## src/rtl/irq_encoder_32x5_pkg.sv

```systemverilog
// Shared constants, output-stage state encoding and the one-hot helper for the
// 32-line request encoder (and its companion 5x32 decoder).
package irq_encoder_32x5_pkg;

    localparam int unsigned N = 32;
    localparam int unsigned W = 5;

    // Output stage: IDLE has nothing presented, HOLD has an unacknowledged index.
    typedef enum logic {
        ST_IDLE = 1'b0,
        ST_HOLD = 1'b1
    } out_state_t;

    // Index to one-hot mask; shared with the decoder.
    function automatic logic [N-1:0] onehot(input logic [W-1:0] idx);
        logic [N-1:0] mask;
        mask      = '0;
        mask[idx] = 1'b1;
        return mask;
    endfunction

endpackage

```

## src/rtl/irq_encoder_32x5_priority_enc.sv

```systemverilog
// Purely combinational lowest-index-first priority encoder: pending -> sel, any.
module priority_enc_32x5
    import irq_encoder_32x5_pkg::*;
#(
    parameter int unsigned NR = N,
    parameter int unsigned WI = W
) (
    input  logic [NR-1:0] pending,
    output logic [WI-1:0] sel,
    output logic          any
);

    // Scan upward and keep only the first set bit found.
    always_comb begin
        sel = '0;
        any = 1'b0;
        for (int unsigned i = 0; i < NR; i++) begin
            if (pending[i] && !any) begin
                sel = WI'(i);
                any = 1'b1;
            end
        end
    end

endmodule

```

## src/rtl/irq_encoder_32x5.sv

```systemverilog
// Registered 32-to-5 request encoder: collects request strobes into a pending
// register, issues the lowest pending index over a valid/ack handshake and
// flags requests that land on an already-pending bit.
module irq_encoder_32x5
    import irq_encoder_32x5_pkg::*;
#(
    parameter int unsigned NR = N,
    parameter int unsigned WI = W
) (
    input  logic          CLK,
    input  logic          RST,
    input  logic [NR-1:0] REQ,
    input  logic          CLR_ALL,
    output logic [WI-1:0] IDX,
    output logic          VALID,
    input  logic          ACK,
    output logic [NR-1:0] PENDING,
    output logic          OVERRUN
);

    out_state_t    state;
    out_state_t    state_next;
    logic [NR-1:0] pending;
    logic [NR-1:0] pending_next;
    logic [NR-1:0] issue_mask;
    logic [WI-1:0] idx;
    logic [WI-1:0] idx_next;
    logic [WI-1:0] sel;
    logic          any;
    logic          load;
    logic          overrun;
    logic          overrun_next;

    priority_enc_32x5 #(
        .NR (NR),
        .WI (WI)
    ) u_enc (
        .pending (pending),
        .sel     (sel),
        .any     (any)
    );

    // Issue decision and pending/overrun update; REQ re-arms a bit issued this cycle.
    always_comb begin
        load         = 1'b0;
        issue_mask   = '0;
        pending_next = pending;
        overrun_next = overrun;
        if (CLR_ALL) begin
            pending_next = '0;
            overrun_next = 1'b0;
        end else begin
            load         = any && ((state == ST_IDLE) || ACK);
            issue_mask   = load ? onehot(sel) : '0;
            pending_next = (pending & ~issue_mask) | REQ;
            overrun_next = overrun | (|(REQ & pending & ~issue_mask));
        end
    end

    // Output stage next state; IDX only changes on a load and holds otherwise.
    always_comb begin
        state_next = state;
        idx_next   = idx;
        if (CLR_ALL) begin
            state_next = ST_IDLE;
        end else begin
            case (state)
                ST_IDLE: begin
                    if (load) begin
                        state_next = ST_HOLD;
                        idx_next   = sel;
                    end
                end
                ST_HOLD: begin
                    if (ACK) begin
                        if (load) begin
                            idx_next = sel;
                        end else begin
                            state_next = ST_IDLE;
                        end
                    end
                end
                default: state_next = ST_IDLE;
            endcase
        end
    end

    // State and datapath registers.
    always_ff @(posedge CLK or posedge RST) begin
        if (RST) begin
            state   <= ST_IDLE;
            idx     <= '0;
            pending <= '0;
            overrun <= 1'b0;
        end else begin
            state   <= state_next;
            idx     <= idx_next;
            pending <= pending_next;
            overrun <= overrun_next;
        end
    end

    assign IDX     = idx;
    assign VALID   = (state == ST_HOLD);
    assign PENDING = pending;
    assign OVERRUN = overrun;

endmodule
```

## config.mk

```make
export PLATFORM = sky130hd
export DESIGN_NAME = irq_encoder_32x5
export DESIGN_NICKNAME = d
export VERILOG_FILES = /design/src/rtl/irq_encoder_32x5_pkg.sv /design/src/rtl/irq_encoder_32x5_priority_enc.sv /design/src/rtl/irq_encoder_32x5.sv
export SDC_FILE = /design/constraint.sdc
export NUM_CORES = 1
export LEC_CHECK = 0
export ABC_AREA = 1
export BUFFER_PORTS_ARGS = -buffer_cell sky130_fd_sc_hd__buf_2
export CORE_MARGIN = 5
export CORE_UTILIZATION = 40
export CTS_CLUSTER_DIAMETER = 30
export DETAILED_ROUTE_END_ITERATION = 6
export MAX_ROUTING_LAYER = met4
export SYNTH_ARGS = -nofsm -noshare
export SYNTH_HDL_FRONTEND = slang
export SYNTH_SLANG_ARGS = --single-unit
```

## constraint.sdc

```tcl
create_clock -name CLK -period 4.6 [get_ports CLK]
set_input_delay 1.15 -clock CLK [delete_from_list [all_inputs] [get_ports CLK]]
set_output_delay 1.15 -clock CLK [all_outputs]
set_load 0.02 [all_outputs]
```

==> results of run 1 <==
-- Yosys cell counts, types with 2 or more instances --
library cell,number,area share [%]
sky130_fd_sc_hd__nand3b_1,4,1.1
sky130_fd_sc_hd__nand3_1,34,6.2
sky130_fd_sc_hd__dfrtp_1,39,35
sky130_fd_sc_hd__nand4_1,10,2.3
sky130_fd_sc_hd__nor4_1,3,0.68
sky130_fd_sc_hd__nand4_4,2,1.5
sky130_fd_sc_hd__nor2_1,75,10
sky130_fd_sc_hd__nand4_2,6,2.7
sky130_fd_sc_hd__nor2_4,2,0.82
sky130_fd_sc_hd__inv_1,77,10
sky130_fd_sc_hd__buf_1,3,0.41
sky130_fd_sc_hd__clkbuf_1,3,0.41
sky130_fd_sc_hd__nor2_2,8,1.8
sky130_fd_sc_hd__o21ai_0,7,1.3
sky130_fd_sc_hd__a21oi_1,34,6.2
sky130_fd_sc_hd__inv_2,3,0.41
sky130_fd_sc_hd__nor3_1,9,1.6
sky130_fd_sc_hd__buf_6,2,0.82
sky130_fd_sc_hd__nand2_1,89,12
sky130_fd_sc_hd__nand3_2,4,1.5
-- metrics by stage --
| stage | setup WS (ns) | hold slack (ns) | utilization (%) | total power [mW] |
|---|---|---|---|---|
| 4_1_cts | 1.01 | 0.496 | 49.2 | 0.960 |
| 6_report | 1.01 | 0.496 | 49.2 | 0.949 |
| 2_1_floorplan | 1.54 | 0.590 | - | 0.535 |
| 3_5_place_dp | 1.04 | 0.478 | 47.2 | 0.612 |
| 3_3_place_gp | 1.11 | 0.474 | 47.2 | 0.610 |
| 5_1_grt | 0.618 | 0.521 | 49.2 | 1.00 |
-- routing by layer --
layer  routed length [um]  vias up
li1                     -     1485
met1                 3590     1296
met2                 3520       70
met3                  369        7
met4                   68        0
met5                    0        -
-- flip-flops by register name, indices dropped and copies added (netlist names) --
signal	flops
IDX	5
VALID	1
PENDING	32
OVERRUN	1
-- critical path: cells and delay by family (launching register included) --
| kind | cells | cell delay [ns] |
|---|---|---|
| simple gates | 18 | 2.58 |
| flops | 1 | 0.43 |
| mux | 1 | 0.35 |
| buf+inv | 1 | 0.08 |
-- cell type report --
type,count,area [um2],area share [%]
Multi-Input combinational cell,294,1440,43.2
Clock inverter,2,60.1,1.81
Timing Repair Buffer,75,378,11.4
Clock buffer,6,72.6,2.18
Sequential cell,39,976,29.4
Inverter,80,300,9.04
Tap cell,80,100,3.01
-- placed cells by master, fill, tap and decap left out, types with 2 or more instances in the layout --
cell	n
sky130_fd_sc_hd__a21oi_1	34
sky130_fd_sc_hd__buf_2	74
sky130_fd_sc_hd__bufinv_16	2
sky130_fd_sc_hd__clkbuf_8	5
sky130_fd_sc_hd__dfrtp_1	39
sky130_fd_sc_hd__inv_1	77
sky130_fd_sc_hd__inv_2	3
sky130_fd_sc_hd__nand2_1	89
sky130_fd_sc_hd__nand3_1	34
sky130_fd_sc_hd__nand3_2	4
sky130_fd_sc_hd__nand3b_1	4
sky130_fd_sc_hd__nand4_1	10
sky130_fd_sc_hd__nand4_2	6
sky130_fd_sc_hd__nand4_4	2
sky130_fd_sc_hd__nor2_1	75
sky130_fd_sc_hd__nor2_2	8
sky130_fd_sc_hd__nor2_4	2
sky130_fd_sc_hd__nor3_1	9
sky130_fd_sc_hd__nor4_1	3
sky130_fd_sc_hd__o21ai_0	7
-- power by group through the flow --
stage,Sequential [mW],Clock [mW],Combinational (mW)
floorplan,0.432,0,0.103
global placement,0.405,0,0.205
detailed placement,0.406,0,0.207
CTS,0.399,0.354,0.207
global route,0.403,0.366,0.232
finish,0.399,0.345,0.205
-- kinds of logic after synthesis --
family	after synthesis	share of synthesized area, %
buf+inv	88	12.5
simple gates	248	43.1
compound gates	45	8.58
flops	39	35.4
mux	1	0.409
-- worst max path at each step --
stage	to	slack, ns	start	cells past startpoint
after floorplan	IDX[2]	1.54	PENDING[0]	20
after global placement	IDX[2]	1.11	PENDING[0]	20
after detailed placement	IDX[2]	1.04	PENDING[0]	20
after CTS	IDX[2]	1.01	PENDING[0]	20
after global routing	OVERRUN	0.62	PENDING[0]	27
final	IDX[2]	1.01	PENDING[0]	20
==> metrics.md, run 1 <==
| Metric | Value |
|---|---|
| Cts bufs inserted | `5` |
| Clock network fraction of total power | `36.3%` |
| Reg-to-reg endpoint | `IDX[2]` |
| Clk buf depth | `2` |
| Net count after synthesis | `457` |
| Drc violations | `0` |
| RSZ-0062 raised after global routing | `false` |
| DRT Wirelength | `approximately 7500 um` |
| IR Drop Worst-Case VDD | `153 uV` |
| Post-synthesis area per instance | `6.55 um2` |
| Fraction of final layout cells sized beyond drive strength 1 | `22.0%` |
| Crit share post-route | `78.0%` |
| Async SR Flop Fraction | `100%` |
| Wire length of the first global-routing pass | `12700 um` |
| Total setup buffers inserted after CTS | `0` |
| Met3 layer usage reported by global route | `3.38%` |
| Sequential element share of the synthesized area | `35.4%` |
| Layer with the highest usage | `met2` |
| Drt first pass iters | `5` |
| Transition at the pin with the smallest max-transition slack | `about 0.65 ns` |
| WP data arrival | `3.78 ns` |
| Core box area | `roughly 0.0068 mm2` |
| Hold Crit Depth | `1` |
| Via density | `4.96` |
| Crit path time final | `3.59 ns` |
| Setup Viol. Count Final | `0` |
| Initial antenna violation count | `0` |
| H-tree levels | `2` |
| Number of enable flip-flop cells after synthesis | `0` |
| Total Negative Setup Slacks | `0 ns` |
| Distinct cells, synth | `27` |
| Crit end category | `register` |
| Synthesized flop and latch total | `39` |
| Filler cells | `724` |
| Cell count after synthesis | `421` |
| Die W | `93.0 um` |
| Routed Antenna Nets | `0` |
| Post-detail-place hpwl | `~6000 um` |
| Slowest cell delay on critical path | `about 0.43 ns` |
| Iteration-0 DRC Markers | `124` |
| Cell repeated most along the worst path | `sky130_fd_sc_hd__nor2_2` |
| Buffer cell driving the clock tree root | `sky130_fd_sc_hd__clkbuf_8` |
| Most used DFF post-synth | `sky130_fd_sc_hd__dfrtp_1` |
| Total global routing track utilization | `18.6%` |
| Upper clock frequency limit | `279 MHz` |
| Count of antenna diodes in the layout | `0` |
| Count of input and output buffers | `74` |
| Proportion of power drawn by combinational gates | `21.6%` |
| Met2 track demand over resource | `between 20 and 30%` |
| Max Clock Skew | `0.00979 ns` |
| Clock slew at reported path FFs | `0.08 ns` |
| Sw Ratio | `between 30% and 40%` |
| Average wire per standard cell | `13.1 um` |
| Worst slew margin | `56.7%` |
| Count of final hold-check violations | `0` |
| # clock sinks | `39` |
| Final Max Slew Viols | `0` |
| Switching power | `between 0.2 and 0.3 mW` |
| Pin count of the biggest net entering global routing | `40` |
| Placed cells | `~570` |
| Crit-path slowest cell | `sky130_fd_sc_hd__dfrtp_1` |
| Pwr dens | `286 mW/mm2` |
| Via total after detailed routing | `2858` |
| Sequential group share of total power | `42.0%` |
| Total of hold buffers inserted after clock tree synthesis | `0` |
| Required time reported for the critical path endpoint | `around 4.8 ns` |
| Placement row count | `30` |
| Type of the most critical hold path | `reg -> reg` |
| Number of non-filler instances in the completed layout | `approximately 580` |
| Post-synthesis instance area | `0.00276 mm2` |
| Area growth, synth to finish | `20.5%` |
| Hold Startpoint | `IDX[0]` |
| Yosys warning count | `0` |
| Global placement routability congestion | `around 0.87` |
| Result of the run | `finished, final reports clean` |
| Hold-critical path endpoint | `IDX[0]` |
| Worst r2r path cells | `20` |
| Worst-skew pair later-pin latency | `approximately 0.3 ns` |
| Number of global-route vias before repair | `roughly 2700` |
| Count of max-cap constraint violations | `0` |
| Number of cells upsized or downsized after cts | `0` |
| CTS tree | `yes` |
| Crit Path Max Fanout | `28` |
| Startpoint type of the worst setup path | `register` |
| Chip Height | `93.0 um` |
| Number of nets at the end of the flow | `around 530` |
| Count of pins on the block boundary | `75` |
| LEAKAGE | `between 1.5 and 2 nW` |
| Class of the most critical setup path | `reg -> reg` |
| Internal Dissipation | `0.656 mW` |
| Worst path cell trace | `nor2_2 > nand2_1 > nor2_2 > nand4_2 > nor2_2 > nand4_2 > nor2_2 > nand4_2 > nor2_2 > nand4_2 > nor2_2 > nand4_2 > nor2_4 > nand4_4 > nor2_4 > nand4_4 > nand2_1 > inv_2 > nand2_2 > mux2_2` |
| Die area | `approximately 0.0087 mm2` |
| Launch instance of the worst register-to-register path | `PENDING[0]` |
| Starting utilization of the core area | `40.8%` |
| Summed area of non-filler cells in the final layout | `approximately 0.0033 mm2` |
| Slack of the worst reg-to-reg path | `1.01 ns` |
| Sum of overflow across all layers after global routing | `0` |
| Instance area at placement | `0.00319 mm2` |
| Global routing met1 resource utilization | `24.8%` |
Note: power is estimated with default switching activity, not from simulation.
==> run 2: changes to the inputs <==
--- a/config.mk
+++ b/config.mk
@@ -12,6 +12,7 @@
 export CTS_CLUSTER_DIAMETER = 30
 export DETAILED_ROUTE_END_ITERATION = 6
 export MAX_ROUTING_LAYER = met4
+export PLACE_DENSITY = 0.66
 export SYNTH_ARGS = -nofsm -noshare
 export SYNTH_HDL_FRONTEND = slang
 export SYNTH_SLANG_ARGS = --single-unit
==> constraint.sdc (replaced) <==
create_clock -name CLK -period 3.13 [get_ports CLK]
set_input_delay 0.7825 -clock CLK [delete_from_list [all_inputs] [get_ports CLK]]
set_output_delay 0.7825 -clock CLK [all_outputs]
set_load 0.02 [all_outputs]
==> run 2 against run 1 <==
  * The flow now finishes with violations (negative setup slack)
  * Hold slack got worse by 0.017 ns
  * Critical path type unchanged
  * Largest cell class unchanged
  * Critical endpoint is now OVERRUN
  * Highest routed layer unchanged
  * Routed wire length rose by 6.2%
  * Register-to-register slack got worse by 1.2 ns
==> metrics.md, run 2 (synthesized netlist as in run 1, its figures left out) <==
| Metric | Value |
|---|---|
| Result of the run | `finished with violations` |
| Failing checks | `negative setup slack` |
| Total of hold buffers inserted after clock tree synthesis | `0 (unchanged)` |
| Pwr dens | `375 mW/mm2 (+31%)` |
| Count of max-cap constraint violations | `0 (unchanged)` |
| Most common cell after layout, fill and taps aside | `sky130_fd_sc_hd__nand2_1` |
| Pin count of the biggest net entering global routing | `40 (unchanged)` |
| Max Clock Skew | `0.00212 ns (-0.00767 ns)` |
| Startpoint type of the worst setup path | `register` |
| Via total after detailed routing | `3014 (+5.5%)` |
| Worst-skew pair later-pin latency | `0.29 ns (about the same)` |
| Top library cells by usage in the layout, fill and taps aside | `sky130_fd_sc_hd__nand2_1, sky130_fd_sc_hd__inv_1, sky130_fd_sc_hd__buf_2` |
| Chip Height | `93.0 um (unchanged)` |
| Clock slew at reported path FFs | `0.08 ns (about the same)` |
| Crit path time final | `3.27 ns (-0.315 ns)` |
| Area taken by multi-input logic gates | `0.00152 mm2 (+5.6%)` |
| Placement row count | `30 (unchanged)` |
| Core box area | `0.00676 mm2 (unchanged)` |
| # clock sinks | `39 (unchanged)` |
| Sum of overflow across all layers after global routing | `0 (unchanged)` |
| Average wire per standard cell | `13.2 um (+0.66%)` |
| Final Max Slew Viols | `0 (unchanged)` |
| Drt first pass iters | `5 (unchanged)` |
| Crit share post-route | `105% (+27 points)` |
| Iteration-0 DRC Markers | `204 (+65%)` |
| RSZ-0062 raised after global routing | `true` |
| Slowest cell delay on critical path | `0.42 ns (about the same)` |
| IR Drop Worst-Case VDD | `196 uV (+29%)` |
| Number of nets at the end of the flow | `563 (+6.0%)` |
| Wire length of the first global-routing pass | `13200 um (+3.3%)` |
| Count of input and output buffers | `74 (unchanged)` |
| Launch instance of the worst register-to-register path | `PENDING[0]` |
| Total Negative Setup Slacks | `-0.142 ns (-0.142 ns)` |
| Worst slew margin | `62.8% (+6.1 points)` |
| Slack of the worst reg-to-reg path | `-0.14 ns (-1.15 ns)` |
| Clk buf depth | `2 (unchanged)` |
| Setup slack after layout | `-0.142 ns (-1.15 ns)` |
| Area growth, synth to finish | `32.3%` |
| CTS tree | `yes` |
| Crit end category | `register` |
| Count of antenna diodes in the layout | `0 (unchanged)` |
| Filler cells | `674 (-6.9%)` |
| Required time reported for the critical path endpoint | `3.35 ns (-1.44 ns)` |
| Reg-to-reg endpoint | `OVERRUN` |
| Initial antenna violation count | `0 (unchanged)` |
| Starting utilization of the core area | `40.8% (unchanged)` |
| Cts bufs inserted | `5 (unchanged)` |
| Die area | `0.00865 mm2 (unchanged)` |
| LEAKAGE | `2.06 nW (+8.4%)` |
| Transition at the pin with the smallest max-transition slack | `0.557 ns (-0.0921 ns)` |
| Class of the most critical setup path | `reg -> reg` |
| Instance area at placement | `0.00336 mm2 (+5.3%)` |
| Drc violations | `0 (unchanged)` |
| Hold Startpoint | `IDX[0]` |
| Count of final hold-check violations | `0 (unchanged)` |
| WP data arrival | `3.50 ns (-0.28 ns)` |
| Fraction of final layout cells sized beyond drive strength 1 | `29.0% (+7.0 points)` |
| Cell repeated most along the worst path | `sky130_fd_sc_hd__nor2_4` |
| Setup Viol. Count Final | `1 (+1)` |
| Via density | `4.96 (about the same)` |
| Global placement routability congestion | `0.956 (+9.9%)` |
| Upper clock frequency limit | `306 MHz (+9.6%)` |
| H-tree levels | `2 (unchanged)` |
| Summed area of non-filler cells in the final layout | `0.00365 mm2 (+9.8%)` |
| Total global routing track utilization | `19.3% (+0.68 points)` |
| Crit-path slowest cell | `sky130_fd_sc_hd__dfrtp_1` |
| Setup crit start | `PENDING[0]` |
| Count of pins on the block boundary | `75 (unchanged)` |
| Number of flip-flops in the largest register | `32 (unchanged)` |
| DRT Wirelength | `8010 um (+6.2%)` |
| Routed Antenna Nets | `0 (unchanged)` |
| Post-detail-place hpwl | `6290 um (+5.3%)` |
| Area taken by flip-flops and latches | `976 um2 (unchanged)` |
| Die W | `93.0 um (unchanged)` |
| Number of global-route vias before repair | `2860 (+6.4%)` |
| Type of the most critical hold path | `reg -> reg` |
| Capture point of the worst path | `OVERRUN` |
| Crit Path Max Fanout | `9 (-68%)` |
| Worst r2r path cells | `27 (+35%)` |
| Buffer cell driving the clock tree root | `sky130_fd_sc_hd__clkbuf_8` |
==> run 2: cell count changes in the layout (fill, tap and decap cells not counted), sizes merged <==
cell / delta
clkinv: +1
bufinv: -1
buf: +32
==> run 2: critical path: cells and delay by family, from the launching register on <==
kind          cells  cell delay [ns]
simple gates     24             2.39
buf+inv           3             0.37
flops             1             0.42
==> run 2: how the worst min path moves through the flow <==
stage,endpoint,cells past startpoint
after floorplan,IDX[1],2
final,IDX[0],1
after detailed placement,IDX[0],1
after CTS,IDX[0],1
after global placement,IDX[0],1
after global routing,IDX[0],1
==> run 2: what timing repair did <==
action,4_1_cts,5_1_grt
endpoints found under the setup margin,2,27
gates resized for setup,3,19
pin swaps,1,5
buffers inserted,1,10
==> run 2: routing by layer <==
metal  up-vias  routed length, um  track usage, %
li1       1542                  -               -
met1      1373               3710            25.6
met2        87               3830            31.1
met3        12                343            2.41
met4         0                125            5.49
met5         -                  0               -
==> run 2: layout make-up <==
| class | instances | share of cell area, % |
|---|---|---|
| clock buffers | 6 | 2.26 |
| clock inverters | 2 | 0.961 |
| inverters | 80 | 8.30 |
| multi-input cells | 294 | 41.6 |
| flip-flops and latches | 39 | 26.8 |
| well taps | 80 | 2.75 |
| repair buffers | 107 | 17.4 |
==> run 2: report_power, final <==
group | internal (mW) | switching [mW] | leakage (nW)
logic | 0.124 | 0.216 | 1.51
registers | 0.540 | 0.0435 | 0.490
clock network | 0.258 | 0.186 | 0.0612
==> run 2: per-stage QoR <==
step / util [%] / total power [mW] / hold WS (ns) / setup WS, ns / cells
after floorplan: - / 0.786 / 0.590 / 0.0710 / 421
after global placement: 49.7 / 0.909 / 0.459 / -0.0547 / 589
after detailed placement: 49.7 / 0.912 / 0.464 / -0.170 / 589
after CTS: 51.7 / 1.36 / 0.482 / -0.124 / 598
after global routing: 54.0 / 1.44 / 0.502 / -0.462 / 608
final: 54.0 / 1.37 / 0.479 / -0.142 / 608
==> run 3: changes to the inputs <==
--- a/config.mk
+++ b/config.mk
@@ -9,10 +9,11 @@
 export BUFFER_PORTS_ARGS = -buffer_cell sky130_fd_sc_hd__buf_2
 export CORE_MARGIN = 5
 export CORE_UTILIZATION = 40
-export CTS_CLUSTER_DIAMETER = 30
+export CTS_CLUSTER_DIAMETER = 40
 export DETAILED_ROUTE_END_ITERATION = 6
 export MAX_ROUTING_LAYER = met4
 export PLACE_DENSITY = 0.66
+export REMOVE_ABC_BUFFERS = 1
 export SYNTH_ARGS = -nofsm -noshare
 export SYNTH_HDL_FRONTEND = slang
 export SYNTH_SLANG_ARGS = --single-unit
==> run 3 against run 2 <==
  * The flow still finishes with violations (negative setup slack)
  * Worst setup slack worse by 0.11 ns
  * Clock skew up 0.0072 ns
  * Sequential cell count unchanged
  * Hold slack got worse by 0.00099 ns
  * Critical path depth is 3 lower
  * Global-route usage is 1.1 points higher
  * Fmax down 3.1%
  * Register-to-register slack got worse by 0.11 ns
  * Utilization grew 1.4 points
  * First-iteration DRC count shrank 11%
  * Sequential share of layout area shrank 0.66 points
  * Combinational power grew 4%
  * Largest cell class unchanged
==> metrics.md, run 3 (synthesized netlist as in run 1, its figures left out) <==
| Metric | Value |
|---|---|
| Result of the run | `finished with violations` |
| Failing checks | `negative setup slack` |
| Worst slew margin | `63.5% (+0.74 points)` |
| H-tree levels | `2 (unchanged)` |
| Launch instance of the worst register-to-register path | `PENDING[0]` |
| Post-Place Setup Slack | `-0.276 ns (-0.106 ns)` |
| Starting utilization of the core area | `40.8% (unchanged)` |
| Die area | `0.00865 mm2 (unchanged)` |
| Filler cells | `671 (-0.45%)` |
| Area growth, synth to finish | `35.6%` |
| Post-detail-place hpwl | `6330 um (+0.65%)` |
| Routed Antenna Nets | `0 (unchanged)` |
| Setup slack after layout | `-0.247 ns (-0.105 ns)` |
| IR Drop Worst-Case VDD | `171 uV (-13%)` |
| Final Total Pwr | `1.39 mW (+1.9%)` |
| Number of nets at the end of the flow | `569 (+1.1%)` |
| Utilization of the core after routing | `55.3% (+1.4 points)` |
| Startpoint type of the worst setup path | `register` |
| Worst-skew pair later-pin latency | `0.30 ns (about the same)` |
| # clock sinks | `39 (unchanged)` |
| Cts bufs inserted | `5 (unchanged)` |
| Count of max-cap constraint violations | `0 (unchanged)` |
| Count of antenna diodes in the layout | `0 (unchanged)` |
| RSZ-0062 raised after global routing | `true` |
| Via total after detailed routing | `3123 (+3.6%)` |
| Drt first pass iters | `4 (-1)` |
| Transition at the pin with the smallest max-transition slack | `0.546 ns (-0.0110 ns)` |
| Crit path time final | `3.38 ns (+0.105 ns)` |
| Most common cell after layout, fill and taps aside | `sky130_fd_sc_hd__nand2_1` |
| Drc violations | `0 (unchanged)` |
| Clock slew at reported path FFs | `0.09 ns (about the same)` |
| CTS tree | `yes` |
| Initial antenna violation count | `0 (unchanged)` |
| Average wire per standard cell | `14.2 um (+8.0%)` |
| Class of the most critical setup path | `reg -> reg` |
| Pin count of the biggest net entering global routing | `40 (unchanged)` |
| Clk buf depth | `2 (unchanged)` |
| Iteration-0 DRC Markers | `181 (-11%)` |
| Setup Viol. Count Final | `13 (+12)` |
| Buffer cell driving the clock tree root | `sky130_fd_sc_hd__clkbuf_8` |
| Max Clock Skew | `0.00936 ns (+0.00724 ns)` |
| Required time reported for the critical path endpoint | `3.31 ns (-0.04 ns)` |
| Core box area | `0.00676 mm2 (unchanged)` |
| Top library cells by usage in the layout, fill and taps aside | `sky130_fd_sc_hd__nand2_1, sky130_fd_sc_hd__inv_1, sky130_fd_sc_hd__buf_2` |
| Number of flip-flops in the largest register | `32 (unchanged)` |
| WP data arrival | `3.55 ns (+0.05 ns)` |
| LEAKAGE | `2.10 nW (+2.1%)` |
| Area taken by flip-flops and latches | `976 um2 (unchanged)` |
| Wire length of the first global-routing pass | `13700 um (+4.2%)` |
| Chip Height | `93.0 um (unchanged)` |
| DRT Wirelength | `8740 um (+9.1%)` |
| Pwr dens | `373 mW/mm2 (-0.58%)` |
| Setup crit start | `PENDING[0]` |
| Count of final hold-check violations | `0 (unchanged)` |
| Crit Path Max Fanout | `3 (-6)` |
| Area taken by multi-input logic gates | `0.00152 mm2 (+0.58%)` |
| Die W | `93.0 um (unchanged)` |
| Sum of overflow across all layers after global routing | `0 (unchanged)` |
| Crit share post-route | `108% (+3.4 points)` |
| Type of the most critical hold path | `reg -> reg` |
| Global placement routability congestion | `0.940 (-1.7%)` |
| Count of pins on the block boundary | `75 (unchanged)` |
| Placement row count | `30 (unchanged)` |
| Fraction of final layout cells sized beyond drive strength 1 | `32.0% (+3.0 points)` |
| Upper clock frequency limit | `296 MHz (-3.1%)` |
| Via density | `5.09 (+2.6%)` |
| Final Max Slew Viols | `0 (unchanged)` |
| Number of global-route vias before repair | `2991 (+4.6%)` |
| Count of input and output buffers | `74 (unchanged)` |
| Crit end category | `register` |
| Total global routing track utilization | `20.4% (+1.1 points)` |
| Hold Startpoint | `IDX[0]` |
-- run 3: cell types whose count changed in the layout (fill, tap and decap cells not counted), sizes merged --
cell,previous run,this run
buf,107,111
clkbuf,6,8
-- run 3: per-stage QoR --
step | setup TNS [ns] | cell area, um2 | instances | hold WS [ns]
4_1_cts | -0.112 | 3560 | 605 | 0.480
3_3_place_gp | -0.268 | 3400 | 595 | 0.459
3_5_place_dp | -0.285 | 3400 | 595 | 0.462
5_1_grt | -5.48 | 3740 | 614 | 0.513
6_report | -0.653 | 3740 | 614 | 0.479
2_1_floorplan | -0.174 | 2710 | 413 | 0.590
-- run 3: timing repair --
action	4_1_cts	5_1_grt
hold endpoints to repair	0	0
pin swaps	3	19
cloned	0	2
gates resized for setup	6	24
buffers inserted	2	8
setup endpoints to repair	2	16
hold buffers	0	0
-- run 3: cell type report --
class | count | area share, %
sequential | 39 | 26.1
clock buffer | 6 | 2.21
multi-input combinational | 294 | 40.8
inverter | 80 | 8.10
clock inverter | 2 | 0.937
tap | 80 | 2.68
timing repair buffer | 113 | 19.2
-- run 3: final timing paths --
check	to	slack, ns	cells past startpoint
min in group asynchronous	PENDING[1]	0.59	3
worst max-delay path	OVERRUN	-0.25	24
max in group asynchronous	PENDING[18]	2.17	3
worst min register to register	IDX[0]	0.48	1
worst min-delay path	IDX[0]	0.48	1
worst max register to register	OVERRUN	-0.25	24
-- run 3: layer usage --
metal	routed length, um	global-route usage, %	vias to the layer above
li1	-	-	1551
met1	3930	25.8	1448
met2	4200	34.2	115
met3	495	3.06	9
met4	112	5.25	0
met5	0	-	-
-- run 3: power by group --
part / internal [mW] / total [mW] / switching, mW
registers: 0.540 / 0.586 / 0.0452
clock network: 0.259 / 0.456 / 0.198
logic: 0.131 / 0.352 / 0.222
-- run 3: critical path, stage by stage, from the launching register on --
cell and delay, ns:
sky130_fd_sc_hd__dfrtp_1 0.40, sky130_fd_sc_hd__nor2_2 0.18, sky130_fd_sc_hd__nand4_1 0.15, sky130_fd_sc_hd__nor2_2 0.13, sky130_fd_sc_hd__nand4_1 0.14, sky130_fd_sc_hd__nor2_2 0.13, sky130_fd_sc_hd__nand4_1 0.15, sky130_fd_sc_hd__nor2_2 0.19
sky130_fd_sc_hd__nand4_1 0.12, sky130_fd_sc_hd__nor2_1 0.11, sky130_fd_sc_hd__nand4_1 0.12, sky130_fd_sc_hd__nor2_2 0.13, sky130_fd_sc_hd__nand4_1 0.13, sky130_fd_sc_hd__nor2_2 0.15, sky130_fd_sc_hd__nand4_2 0.14, sky130_fd_sc_hd__nor2_2 0.18
sky130_fd_sc_hd__nand3_2 0.10, sky130_fd_sc_hd__nand3_2 0.10, sky130_fd_sc_hd__nand2_1 0.05, sky130_fd_sc_hd__inv_1 0.04, sky130_fd_sc_hd__nand2_1 0.05, sky130_fd_sc_hd__nor2_2 0.16, sky130_fd_sc_hd__nand2_1 0.07, sky130_fd_sc_hd__nor2_1 0.10
sky130_fd_sc_hd__nor2_1 0.04
